==> src/rtl/ssd_scan_driver.sv <==
// ssd_scan_driver: six-digit time-multiplexed seven-segment driver with per-frame
// input snapshot, anode-off guard interval and blinking encrypted digits.
module ssd_scan_driver #(
  parameter int REFRESH_DIV  = 50000,
  parameter int GUARD        = 4,
  parameter int BLINK_FRAMES = 32
) (
  input  logic       clk,
  input  logic       rst_n,
  input  logic       enable,
  input  logic [3:0] num_in1,
  input  logic [3:0] num_in2,
  input  logic [3:0] num_in3,
  input  logic [3:0] num_in4,
  input  logic [3:0] num_in5,
  input  logic [3:0] num_in6,
  input  logic       enc_in1,
  input  logic       enc_in2,
  input  logic       enc_in3,
  input  logic       enc_in4,
  input  logic       enc_in5,
  input  logic       enc_in6,
  output logic [5:0] an,
  output logic [6:0] seg,
  output logic       dp,
  output logic       frame_start
);
  localparam int CW = $clog2(REFRESH_DIV);
  localparam int FW = BLINK_FRAMES > 1 ? $clog2(BLINK_FRAMES) : 1;
  localparam logic [15:0][6:0] HEX = {7'h0E, 7'h06, 7'h21, 7'h46, 7'h03, 7'h08, 7'h10, 7'h00,
                                      7'h78, 7'h02, 7'h12, 7'h19, 7'h30, 7'h24, 7'h79, 7'h40};
  logic [CW-1:0] r_cnt;
  logic [2:0]    r_idx;
  logic [FW-1:0] r_frame;
  logic          r_blink;
  logic [3:0]    r_sv [6];
  logic          r_se [6];
  logic [5:0]    r_an;
  logic [6:0]    r_seg;
  logic          r_dp;
  logic [3:0]    w_num [6];
  logic          w_enc [6];
  logic          w_tick, w_snap, w_e, w_dp;
  logic [3:0]    w_v;
  logic [6:0]    w_hex, w_seg;
  logic [5:0]    w_an;
  assign w_num = '{num_in1, num_in2, num_in3, num_in4, num_in5, num_in6};
  assign w_enc = '{enc_in1, enc_in2, enc_in3, enc_in4, enc_in5, enc_in6};
  assign w_tick = r_cnt == CW'(REFRESH_DIV - 1);
  assign w_snap = w_tick && r_idx == 3'd5;
  assign w_v    = r_sv[r_idx];
  assign w_e    = r_se[r_idx];
  assign w_hex  = HEX[w_v];
  // encrypted F is a blank slot; other encrypted digits alternate glyph+dp and dash
  assign w_seg  = !w_e ? w_hex : w_v == 4'hF ? 7'h7F : r_blink ? 7'h3F : w_hex;
  assign w_dp   = !(w_e && w_v != 4'hF && !r_blink);
  assign w_an   = (enable && r_cnt >= CW'(GUARD)) ? ~(6'd1 << r_idx) : 6'h3F;
  assign an          = r_an;
  assign seg         = r_seg;
  assign dp          = r_dp;
  assign frame_start = w_snap;
  always_ff @(posedge clk or negedge rst_n) begin
    if (!rst_n) begin
      r_cnt   <= '0;
      r_idx   <= '0;
      r_frame <= '0;
      r_blink <= 1'b0;
      r_an    <= 6'h3F;
      r_seg   <= 7'h7F;
      r_dp    <= 1'b1;
      for (int k = 0; k < 6; k++) begin
        r_sv[k] <= 4'hF;
        r_se[k] <= 1'b1;
      end
    end else begin
      r_cnt <= w_tick ? '0 : r_cnt + 1'b1;
      if (w_tick) r_idx <= r_idx == 3'd5 ? 3'd0 : r_idx + 3'd1;
      if (w_snap) begin
        for (int k = 0; k < 6; k++) begin
          r_sv[k] <= w_num[k];
          r_se[k] <= w_enc[k];
        end
        if (r_frame == FW'(BLINK_FRAMES - 1)) begin
          r_frame <= '0;
          r_blink <= ~r_blink;
        end else begin
          r_frame <= r_frame + 1'b1;
        end
      end
      r_an  <= w_an;
      r_seg <= w_seg;
      r_dp  <= w_dp;
    end
  end
endmodule

==> config.mk <==
export PLATFORM = sky130hd
export DESIGN_NAME = ssd_scan_driver
export DESIGN_NICKNAME = d
export VERILOG_FILES = /design/src/rtl/ssd_scan_driver.sv
export SDC_FILE = /design/constraint.sdc
export NUM_CORES = 1
export LEC_CHECK = 0
export BUFFER_PORTS_ARGS = -buffer_cell sky130_fd_sc_hd__buf_2
export CAP_MARGIN = 20
export CORE_MARGIN = 3
export CORE_UTILIZATION = 62
export DETAILED_ROUTE_END_ITERATION = 12
export PLACE_DENSITY = 0.82
export REMOVE_ABC_BUFFERS = 1
export SKIP_LAST_GASP = 1
export SLEW_MARGIN = 0
export SYNTH_ARGS = -nofsm -noshare
export SYNTH_HDL_FRONTEND = slang
export SYNTH_SLANG_ARGS = --single-unit
export TNS_END_PERCENT = 50
==> constraint.sdc <==
create_clock -name clk -period 3.45 [get_ports clk]
set_input_delay 1.035 -clock clk [delete_from_list [all_inputs] [get_ports clk]]
set_output_delay 1.035 -clock clk [all_outputs]
set_load 0.01 [all_outputs]
==> results of run 1 <==
==> power by group <==
| part | switching (uW) | internal, uW |
|---|---|---|
| sequential | 0.214 | 812 |
| combinational | 21.5 | 14.6 |
| clock | 306 | 371 |
| total | 328 | 1200 |
==> cells by family after synthesis <==
logic type | Yosys count | synth area share
AO/OA/AOI/OAI | 33 | 0.07665
XOR/XNOR | 16 | 0.04030
flip-flops | 69 | 0.5124
buffers and inverters | 27 | 0.04210
multiplexers | 15 | 0.05254
AND/OR/NAND/NOR | 182 | 0.2328
adder cells (fa/ha/maj) | 12 | 0.04318
==> per-layer routing <==
metal	routed length, um	vias to the layer above
met5	0	-
met4	61	0
met2	3241	57
met3	347	8
li1	-	1264
met1	3209	1188
==> Yosys cell counts, drive strengths merged, types with 4 or more instances <==
master / number
nor2: 19
nor4: 5
xnor2: 8
nor3: 10
nand3: 11
and2: 5
ha: 12
inv: 12
nand2: 116
nor2b: 5
xor2: 8
dfstp: 44
mux2i: 10
a211o: 4
buf: 13
dfrtp: 25
o21ai: 7
==> flip-flops by register name, indices dropped and copies added, names as in the netlist <==
signal,cells
an,6
dp,1
r_blink,1
r_cnt,16
r_frame,5
r_idx,3
r_se,6
r_sv,24
seg,7
==> critical path: stages, from the launching register on <==
cell,delay (ps)
dfrtp_1,430
or4_4,550
nor4_4,200
and4_1,310
buf_2,160
==> final timing paths <==
path | from | end | slack (ps) | cells past startpoint
worst max-delay path | r_cnt[11] | frame_start | 410 | 4
worst min-delay path | r_se[3] | r_se[3] | 450 | 2
worst max register to register | r_idx[1] | seg[0] | 950 | 6
worst min register to register | r_se[3] | r_se[3] | 450 | 2
max in group asynchronous | rst_n | r_cnt[7] | 2040 | 2
min in group asynchronous | rst_n | r_cnt[0] | 880 | 2
==> layout make-up <==
cell class	instances	area, sq um
clock inverters	3	22.52
flip-flops and latches	69	1782
inverters	12	45.04
clock buffers	13	191.4
fillers	417	1328
repair buffers	51	265.3
well taps	70	87.58
multi-input cells	258	1549
==> per-stage QoR <==
stage                     std cells  setup slack, ps  cell area [sq um]  hold WS [ps]
after floorplan                 339            508.2               3376         431.2
after global placement          460            803.9               3729         441.7
after detailed placement        460            787.3               3729         446.4
after CTS                       476            389.6               3943         457.7
after global routing            476            326.1               3943         465.3
final                           476            412.3               3943         454.0
==> run_results.csv, run 1 <==
group,metric,value,unit
status,outcome,"completed",
floorplanning,num_rows,26,
floorplanning,fp.dieH,80.89,um
timing,clock.fmax,0.3292,GHz
clock_network,numCtsBuffers,9,
flow_run,cap_violations,0,
clock_network,cts_resized,0,
pwr,leakage,0.001826,uW
grt,grtUsageMet2,0.3662,
layout,most-common-layout-cells,"nand2_1 (116), buf_2 (47), dfstp_2 (44)",
timing,min_period,3038,ps
grt,top_usage_layer,"met2",
synth,synth_ff_type,"dfstp_2",
detailed_routing,drc,0,
grt,grt_max_degree,70,
timing,clock_skew,9.631,ps
timing,tightest_slew,836.9,ps
layout,area_growth,13.39,%
synth,yosysSeqAreaShare,0.5124,
detailed_routing,wl,6859,um
synth,syn-mean-instance-area,9.822,sq um
detailed_routing,dr.pass1.iters,4,
timing,tns,0,ps
grt,met3_usage,0.07095,
clock_network,clk_latency,350,ps
clock_network,cts_root_buffer,"clkbuf_8",
floorplanning,start_util,0.6598,
timing,finalSetupViolCount,0,
timing,hold_viol,0,
grt,grt_pass1_vias,2457,
clock_network,cts.path.max_buffers,2,
detailed_routing,drtAntennaViolNets,0,
grt,use_met1,0.3104,
clock_network,clock_sinks,69,
synth,synthArstFlopShare,1.000,
layout,antenna_cells,0,
floorplanning,coreArea,5270,sq um
grt,grtUsageTotal,0.2323,
pwr,power_density,387.1,nW/um^2
synth,netlist_instances,354,
worst_setup_path,cp_max_fo,5,
pwr,total_power,1526,uW
synth,syn_area,3477,sq um
clock_network,hold_buffers,0,
layout,fin_util,0.7481,
clock_network,cts_tree,"yes",
timing,slew_violations,0,
detailed_routing,vias,2517,
layout,nets,446,
grt,antenna_found_initial,0,
placed_design,portBuffers,47,
synth,yosysTopAreaCellShare,0.3325,
worst_setup_path,startpoint_type,"flop",
timing,rsz0062_at_grt,"false",
worst_setup_path,crit_arrival,2000,ps
clock_network,clk_pin_slew,80,ps
synth,synthDistinctLibCells,51,
timing,post-route-period-util,0.8805,
synth,synth-edff-count,0,
worst_setup_path,crit_required,2410,ps
floorplanning,dieArea,6542,sq um
grt,grt_pass1_wl,11460,um
min_path,hold_class,"reg -> reg",
clock_network,cts_setup_buffers,0,
detailed_routing,wl_per_cell,14.41,um
detailed_routing,vias_per_cell,5.288,
floorplanning,dieWidth,80.89,um
synth,synth_area_leaders,"dfstp_2 (33%), dfrtp_1 (18%), nand2_1 (13%), ha_1 (4.3%), mux2i_1 (2.9%)",
synth,ys_ff_latch,69,
layout,layout_commonest_cell,"nand2_1",
grt,gr-total-overflow,0,
detailed_routing,drt-initial-drc-count,118,
layout,drive_gt1_frac,0.3054,
placed_design,hpwl,4868,um
clock_network,h-tree-depth,3,
synth,yosysWarnings,0,
worst_setup_path,setup.worst_path.class,"reg -> out",
pwr,vdd_drop_max,0.3019,mV
timing,slew_headroom,0.4420,
synth,yosysTopAreaCell,"dfstp_2",
placed_design,place.gp.congestion,0.8786,
floorplanning,pin_count,48,
worst_setup_path,endpoint_kind,"output pin",
Power figures use the tool's default switching activity.
==> run 2: changes to the inputs <==
Clock period 3.45 ns to 3.7 ns, I/O delays scaled along.
==> run 2 against run 1 <==
Effect of this change:
- wire length rose by 0.10%
- register-to-register slack better by 20 ps
- critical path depth unchanged
- sequential power is 6.7% lower
- core utilization down 0.83 points
- worst setup slack improved by 190 ps
- critical path type unchanged
- largest power group unchanged
==> run_results.csv, run 2 (synthesis gave the netlist of run 1 again) <==
group,metric,value,unit
floorplanning,dieArea,6542,sq um
pwr,vdd_drop_max,0.3196,mV
grt,grtUsageTotal,0.2383,
detailed_routing,vias,2622,
detailed_routing,wl_per_cell,14.42,um
worst_setup_path,endpoint_kind,"output pin",
timing,rsz0062_at_grt,"false",
detailed_routing,drc,0,
floorplanning,coreArea,5270,sq um
floorplanning,fp.dieH,80.89,um
pwr,leakage,0.001798,uW
layout,fillers,404,
grt,antenna_found_initial,0,
placed_design,place_ws,975.6,ps
pwr,power_density,342.8,nW/um^2
layout,area_growth,12.13,%
clock_network,hold_buffers,0,
worst_setup_path,cp_max_fo,5,
timing,finalSetupViolCount,0,
grt,grt_max_degree,44,
worst_setup_path,crit_arrival,1990,ps
detailed_routing,dr.pass1.iters,5,
grt,grt_pass1_wl,11830,um
worst_setup_path,critical_path.max_stage_delay,550,ps
clock_network,cts_resized,0,
layout,nets,446,
min_path,hold_class,"reg -> reg",
clock_network,cts_root_buffer,"clkbuf_8",
layout,most-common-layout-cells,"nand2_1 (116), buf_2 (47), dfstp_2 (44)",
worst_setup_path,slowest_stage,"or4_4",
grt,gr-total-overflow,0,
placed_design,place.gp.congestion,0.8970,
worst_setup_path,setup.worst_path.class,"reg -> out",
clock_network,clk_latency,350,ps
worst_setup_path,startpoint_type,"flop",
worst_setup_path,crit_required,2590,ps
timing,slew_violations,0,
timing,post-route-period-util,0.8368,
detailed_routing,drt-initial-drc-count,132,
clock_network,cts_setup_buffers,0,
timing,tightest_slew,690.8,ps
detailed_routing,wl,6866,um
status,outcome,"completed",
timing,setup_ws,604.0,ps
grt,grt_pass1_vias,2475,
floorplanning,dieWidth,80.89,um
timing,slew_headroom,0.5352,
timing,min_period,3096,ps
timing,hold_viol,0,
worst_setup_path,cp_cell_sequence,"or4_4 > nor4_4 > and4_1 > buf_2",
clock_network,numCtsBuffers,9,
clock_network,clk_pin_slew,70,ps
worst_setup_path,path_delay_family,"simple AND/OR/NAND/NOR gates",
layout,layout_commonest_cell,"nand2_1",
floorplanning,start_util,0.6598,
clock_network,h-tree-depth,3,
detailed_routing,drtAntennaViolNets,0,
timing,clock.fmax,0.3230,GHz
clock_network,cts_tree,"yes",
detailed_routing,vias_per_cell,5.508,
floorplanning,num_rows,26,
placed_design,portBuffers,47,
layout,drive_gt1_frac,0.3030,
placed_design,hpwl,4788,um
layout,largest_reg_flops,24,
floorplanning,pin_count,48,
timing,tns,0,ps
worst_setup_path,worst-path-buf-inv,1,
timing,clock_skew,14.22,ps
layout,top_register,"r_sv",
clock_network,clock_sinks,69,
clock_network,cts.path.max_buffers,2,
flow_run,cap_violations,0,
layout,antenna_cells,0,
[run 2: path summary, 6_finish.rpt]
kind                                to  slack, ps  depth (start not counted)      start
max                        frame_start        600                          4  r_cnt[11]
min reg2reg                   r_sv[12]        450                          2   r_sv[12]
max in group asynchronous      r_sv[4]       2480                          2      rst_n
min in group asynchronous   r_frame[3]        740                          2      rst_n
max reg2reg                     seg[2]        970                          7   r_idx[0]
min                           r_sv[12]        450                          2   r_sv[12]
[run 2: area by class of cell]
| class | instances | area [sq um] | area share |
|---|---|---|---|
| Inverter | 12 | 45.04 | 0.01155 |
| Timing Repair Buffer | 51 | 265.3 | 0.06804 |
| Tap cell | 70 | 87.58 | 0.02246 |
| Clock buffer | 12 | 145.1 | 0.03723 |
| Clock inverter | 4 | 25.02 | 0.006418 |
| Sequential cell | 69 | 1782 | 0.4570 |
| Multi-Input combinational cell | 258 | 1549 | 0.3973 |
[run 2: layer usage]
metal	wire length, um	track usage
met3	371	0.06098
met5	0	0
met4	132	0.1064
met2	3179	0.3481
met1	3182	0.3355
[run 2: power breakdown]
group          internal (uW)  switching, uW  leakage (uW)
combinational           14.4           20.1      0.000917
clock                    260            285     0.0000824
sequential               757          0.151      0.000798
[run 2: stage by stage]
| stage | hold slack, ps | cell area (sq um) | instances | util | power (uW) |
|---|---|---|---|---|---|
| after global placement | 441.5 | 3729 | 460 | 0.7075 | 804.7 |
| after global routing | 472.0 | 3899 | 476 | 0.7398 | 1383 |
| after floorplan | 431.2 | 3376 | 339 | - | 772.4 |
| after detailed placement | 444.6 | 3729 | 460 | 0.7075 | 805.6 |
| after CTS | 455.1 | 3899 | 476 | 0.7398 | 1346 |
| final | 451.1 | 3899 | 476 | 0.7398 | 1336 |
[run 2: tightest hold or removal path: cells and delay by family, from the launching register on]
kind | cells | cell delay, ps
DFF | 1 | 370
and+or+nand+nor | 2 | 80
